### src/rtl/pixel_writer.sv
// Final rasterizer stage. It deserialises the PX/PY/C pixel streams and drops background and
// off-screen pixels. Visible pixels are queued as framebuffer writes; DONE is raised when a
// triangle has drained.
module pixel_writer #(
  parameter int unsigned WIDTH  = 320,
  parameter int unsigned HEIGHT = 240,
  parameter int unsigned FRAC   = 6,
  parameter int unsigned DEPTH  = 4
) (
  input  logic        clk,
  input  logic        rst_n,
  input  logic        s_start,
  input  logic        s_valid,
  input  logic        px,
  input  logic        py,
  input  logic        c,
  input  logic        tri_done,
  output logic [16:0] fb_addr,
  output logic [15:0] fb_data,
  output logic        fb_we,
  input  logic        fb_ready,
  output logic        done,
  output logic        drop,
  output logic        ovf
);

  localparam int unsigned PtrW = $clog2(DEPTH);
  localparam int unsigned IntW = 16 - FRAC;
  localparam logic [IntW-1:0] XLim = IntW'(WIDTH);
  localparam logic [IntW-1:0] YLim = IntW'(HEIGHT);

  typedef enum logic [1:0] {StIdle, StPend, StDone} state_e;

  // Constant multiply by WIDTH unrolled into shift-adds (320 -> y<<8 + y<<6).
  function automatic logic [16:0] lin_addr(input logic [IntW-1:0] y, input logic [IntW-1:0] x);
    logic [16:0] acc;
    acc = 17'(x);
    for (int i = 0; i < 17; i++) begin
      if (WIDTH[i]) acc = acc + (17'(y) << i);
    end
    return acc;
  endfunction

  logic [14:0] sx_q, sx_d, sy_q, sy_d, sc_q, sc_d;
  logic [3:0]  cnt_q, cnt_d;
  logic        valid_q, valid_d;
  logic        word_done;

  logic [PtrW:0] wptr_q, wptr_d, rptr_q, rptr_d, fifo_cnt;
  logic [32:0]   mem_q [DEPTH];
  logic [32:0]   mem_d [DEPTH];
  logic          empty, full, pop, push, push_req, lost, drained;
  logic          drop_q, drop_d, ovf_q, ovf_d;

  state_e state_q, state_d;
  logic   busy, can_finish;

  logic [15:0]     word_x, word_y, word_c;
  logic [IntW-1:0] x_int, y_int;
  logic            on_screen;

  // Deserialiser: cnt_q counts bits still to come; the cycle with cnt_q == 1 carries bit 0.
  always_comb begin
    sx_d      = sx_q;
    sy_d      = sy_q;
    sc_d      = sc_q;
    cnt_d     = cnt_q;
    valid_d   = valid_q;
    word_done = 1'b0;
    if (s_start) begin
      sx_d    = {14'b0, px};
      sy_d    = {14'b0, py};
      sc_d    = {14'b0, c};
      valid_d = s_valid;
      cnt_d   = 4'd15;
    end else if (cnt_q != 4'd0) begin
      sx_d      = {sx_q[13:0], px};
      sy_d      = {sy_q[13:0], py};
      sc_d      = {sc_q[13:0], c};
      cnt_d     = cnt_q - 4'd1;
      word_done = (cnt_q == 4'd1);
    end
  end

  assign word_x    = {sx_q, px};
  assign word_y    = {sy_q, py};
  assign word_c    = {sc_q, c};
  assign x_int     = word_x[15:FRAC];
  assign y_int     = word_y[15:FRAC];
  assign on_screen = !x_int[IntW-1] && !y_int[IntW-1] && (x_int < XLim) && (y_int < YLim);

  assign empty    = (wptr_q == rptr_q);
  assign full     = (wptr_q[PtrW] != rptr_q[PtrW]) &&
                    (wptr_q[PtrW-1:0] == rptr_q[PtrW-1:0]);
  assign fifo_cnt = wptr_q - rptr_q;
  assign fb_we    = !empty;
  assign {fb_addr, fb_data} = mem_q[rptr_q[PtrW-1:0]];

  always_comb begin
    pop      = fb_we && fb_ready;
    push_req = word_done && valid_q && on_screen;
    // A pop in the same cycle frees the slot, so a full FIFO still accepts.
    push     = push_req && (!full || pop);
    lost     = push_req && full && !pop;
    drop_d   = (word_done && valid_q && !on_screen) || lost;
    ovf_d    = ovf_q || lost;
    wptr_d   = wptr_q + (PtrW + 1)'(push);
    rptr_d   = rptr_q + (PtrW + 1)'(pop);
    drained  = empty || ((fifo_cnt == (PtrW + 1)'(1)) && pop);
    mem_d    = mem_q;
    if (push) mem_d[wptr_q[PtrW-1:0]] = {lin_addr(y_int, x_int), word_c};
  end

  assign busy       = s_start || (cnt_q != 4'd0);
  assign can_finish = !busy && drained && !push;

  always_comb begin
    state_d = state_q;
    unique case (state_q)
      StIdle, StDone: begin
        if (tri_done) state_d = can_finish ? StDone : StPend;
        else          state_d = StIdle;
      end
      StPend:  if (can_finish) state_d = StDone;
      default: state_d = StIdle;
    endcase
  end

  assign done = (state_q == StDone);
  assign drop = drop_q;
  assign ovf  = ovf_q;

  always_ff @(posedge clk or negedge rst_n) begin
    if (!rst_n) begin
      sx_q    <= '0;
      sy_q    <= '0;
      sc_q    <= '0;
      cnt_q   <= '0;
      valid_q <= 1'b0;
      wptr_q  <= '0;
      rptr_q  <= '0;
      drop_q  <= 1'b0;
      ovf_q   <= 1'b0;
      state_q <= StIdle;
      for (int i = 0; i < DEPTH; i++) mem_q[i] <= '0;
    end else begin
      sx_q    <= sx_d;
      sy_q    <= sy_d;
      sc_q    <= sc_d;
      cnt_q   <= cnt_d;
      valid_q <= valid_d;
      wptr_q  <= wptr_d;
      rptr_q  <= rptr_d;
      drop_q  <= drop_d;
      ovf_q   <= ovf_d;
      state_q <= state_d;
      for (int i = 0; i < DEPTH; i++) mem_q[i] <= mem_d[i];
    end
  end

endmodule
### config.mk
export PLATFORM = sky130hd
export DESIGN_NAME = pixel_writer
export DESIGN_NICKNAME = d
export VERILOG_FILES = /design/src/rtl/pixel_writer.sv
export SDC_FILE = /design/constraint.sdc
export NUM_CORES = 1
export LEC_CHECK = 0
export CORE_MARGIN = 1.5
export CORE_UTILIZATION = 40
export CTS_BUF_LIST = sky130_fd_sc_hd__clkbuf_8
export DETAILED_ROUTE_END_ITERATION = 16
export PLACE_DENSITY_LB_ADDON = 0.12
export SLEW_MARGIN = 0
export SYNTH_ARGS = -nofsm -noshare
export SYNTH_HDL_FRONTEND = slang
export SYNTH_SLANG_ARGS = --single-unit
export TNS_END_PERCENT = 20
### constraint.sdc
create_clock -name clk -period 3.53 [get_ports clk]
set_input_delay 0.353 -clock clk [delete_from_list [all_inputs] [get_ports clk]]
set_output_delay 0.353 -clock clk [all_outputs]
set_load 0.02 [all_outputs]
==> impl_metrics.csv <==
group,metric,value,unit
status,status,"finished, final reports clean",
worst_setup_path,crit_chain,"ha_1 > fa_1 > a21o_1 > a21oi_2 > nor2_1 > xor2_1 > ha_1 > a21oi_1 > o21bai_1 > or4b_2 > nand3_1 > mux2_2",
timing,slew_headroom,31.56,%
clocking,clk_pin_slew_worst_paths,0.10,ns
worst_setup_path,path_depth,12,
worst_setup_path,crit_slowest_cell,"or4b_2",
grt,busiest_layer,"met2",
clocking,cts_buffer_depth,2,
route,drc,0,
timing,hold_violations,0,
timing,rsz0062_at_grt,"false",
worst_setup_path,crit_family,"adder cells",
finish,fillerInstances,1952,
route,firstDrtPassIters,4,
job,max_cap_viol_count,0,
placement,place_ws,0.08450,ns
timing,setup_violations,0,
worst_setup_path,cp.arrival,3.75,ns
timing,finalMaxSlewViolations,0,
worst_setup_path,critical_path.endpoint_type,"flip-flop",
grt,grt_use_met3,3.555,%
finish,drive_above_1_share,29.24,%
route,routed_wl,18.59,mm
worst_setup_path,cp-start-kind,"flip-flop",
logic_synthesis,yosys.cell_types.count,43,
grt,grt_usage,17.10,%
logic_synthesis,synth_area_per_cell,13.37,µm²
power_and_ir_drop,leakage,0.004679,µW
logic_synthesis,synth_top_area_share,53.97,%
floorplan,die_y,152.2,µm
floorplan,rows,54,
clocking,cts.sinks,192,
logic_synthesis,synth_area,0.008902,mm²
route,vias,5270,
placement,port_buffers,45,
timing,fin_ws,0.1828,ns
clocking,clkLatencyLatePin,0.47,ns
timing,fin_crit_sh,94.82,%
floorplan,start_util,40.79,%
worst_setup_path,cp_num_buf_inv,0,
worst_setup_path,max_stage_delay,0.60,ns
route,avgRoutedWirePerCell,18.49,µm
worst_setup_path,worstSetupPathType,"flip-flop to flip-flop",
logic_synthesis,ys_seq_area_share,53.97,%
finish,mostFrequentLayoutCell,"dfrtp_1",
timing,worstMarginPinSlew,1.027,ns
floorplan,dieArea,0.02316,mm²
power_and_ir_drop,total_power,4389,µW
finish,area_delta_synth_final,13.20,%
logic_synthesis,yosysTopAreaCell,"dfrtp_1",
timing,holdWs,0.4796,ns
logic_synthesis,synthTopCellsByArea,"dfrtp_1, mux2_2, mux4_2",
logic_synthesis,syn_inst,666,
grt,grt_pass1_wl,31.17,mm
grt,grt_pass1_vias,5708,
grt,grt.met2_usage,27.64,%
finish,final_nets,745,
timing,fin_skew,0.01867,ns
power_and_ir_drop,ir_drop,0.3397,mV
clocking,cts_setup_buffers,0,
grt,grt_use_met1,23.77,%
min_path,hold_path.class,"input pin to asynchronous set/reset pin",
worst_setup_path,rr_worst_depth,12,
logic_synthesis,ys_warn_count,0,
route,avgViaCountPerCell,5.244,
logic_synthesis,synth_ff_type,"dfrtp_1",
floorplan,core_area,0.02182,mm²
floorplan,die_w,152.2,µm
route,ant_nets,0,
timing,period_minus_slack,3.347,ns
clocking,cts_max_level,4,
clocking,root_buffer,"clkbuf_8",
logic_synthesis,synth_edf_count,0,
finish,diodes,0,
timing,fmax,298.8,MHz
grt,antenna_found_initial,0,
logic_synthesis,synthArstFlopShare,100.0,%
floorplan,ios,46,
clocking,cts_tree,"yes",
finish,most-common-layout-cells,"dfrtp_1, mux2_2, nand2_1, a21oi_1, clkdlybuf4s50_1",
finish,final_core_utilization,46.18,%
power_and_ir_drop,p_per_area,435.6,mW/mm²
timing,tns,0,ns
logic_synthesis,synth_nets,699,
clocking,cts_inserted_buffers,17,
placement,post-dp-hpwl,11.87,mm
worst_setup_path,worstPathMaxFanout,7,
grt,gr-total-overflow,0,
logic_synthesis,postSynthRegisterBits,192,
worst_setup_path,crit_top_cell,"ha_1",
placement,gp_congestion,0.7843,
worst_setup_path,critical_path_required,3.94,ns
route,first_iter_violations,287,
grt,grt_max_degree,85,
[power by group]
part / switching, µW / leakage [µW] / internal, µW
clock: 806 / 0.000202 / 684
combinational: 354 / 0.00185 / 262
sequential: 54.9 / 0.00262 / 2230
[cell type report]
cell class,count,area (µm²),area share [%]
Clock buffer,19,261.5,2.595
Timing Repair Buffer,63,611.8,6.071
Sequential cell,192,4806,47.69
Multi-Input combinational cell,423,3837,38.08
Inverter,15,56.30,0.5587
Tap cell,280,350.3,3.477
Clock inverter,13,153.9,1.527
[logic make-up (layout without fill, tap and decap cells)]
family | after synthesis | in the layout | synth area share [%]
flip-flops | 192 | 192 | 53.97
AO/OA/AOI/OAI | 72 | 72 | 4.638
XOR/XNOR | 16 | 16 | 1.574
buffers and inverters | 51 | 110 | 3.022
adder cells (fa/ha/maj) | 24 | 24 | 3.626
AND/OR/NAND/NOR | 141 | 141 | 7.562
multiplexers | 170 | 170 | 25.61
[path summary, 6_finish.rpt]
check,start,to,slack (ns)
max reg2reg,sx_q[11]$_DFFE_PN0P_,mem_q[97]$_DFFE_PN0P_,0.18
min reg2reg,mem_q[126]$_DFFE_PN0P_,mem_q[126]$_DFFE_PN0P_,0.49
max in group asynchronous,rst_n,sy_q[3]$_DFFE_PN0P_,2.05
max,sx_q[11]$_DFFE_PN0P_,mem_q[97]$_DFFE_PN0P_,0.18
min,rst_n,mem_q[93]$_DFFE_PN0P_,0.48
min in group clk,mem_q[126]$_DFFE_PN0P_,mem_q[126]$_DFFE_PN0P_,0.49
[per-layer routing]
layer | wire [µm] | vias to the layer above
met4 | 159 | 0
met1 | 8950 | 2737
met2 | 9000 | 65
li1 | - | 2455
met5 | 0 | -
met3 | 475 | 13
[state kept, by name, indices dropped and copies added (netlist names), 2 cells and up]
signal,flops
sc_q,15
cnt_q,4
state_q,2
mem_q,132
sx_q,15
rptr_q,3
wptr_q,3
sy_q,15
[synth_stat cells (all sizes together) (2+ instances only)]
| cell type | instances |
|---|---|
| mux2i | 5 |
| nor2 | 10 |
| nand4 | 3 |
| clkbuf | 19 |
| a311o | 2 |
| fa | 3 |
| dfrtp | 192 |
| nor4 | 2 |
| mux4 | 33 |
| a21o | 5 |
| mux2 | 132 |
| and2 | 2 |
| ha | 21 |
| a21boi | 3 |
| a21oi | 51 |
| nor2b | 4 |
| xnor2 | 8 |
| nand3b | 3 |
| o21bai | 2 |
| nand2 | 97 |
| inv | 15 |
| xor2 | 8 |
| o21ai | 5 |
| buf | 17 |
| nor3 | 8 |
| nand3 | 6 |
[per-stage QoR]
step | cells | area (µm²)
after global routing | 1005 | 10080
after global placement | 972 | 9648
after floorplan | 666 | 8902
after detailed placement | 972 | 9648
final | 1005 | 10080
after CTS | 1005 | 10070
[what timing repair did]
item                                    4_1_cts  5_1_grt
resized for setup                             0        1
endpoints found under the hold margin        82        0
hold buffers                                  1        0
endpoints found under the setup margin        0        8
(Power assumes the default switching activity.)
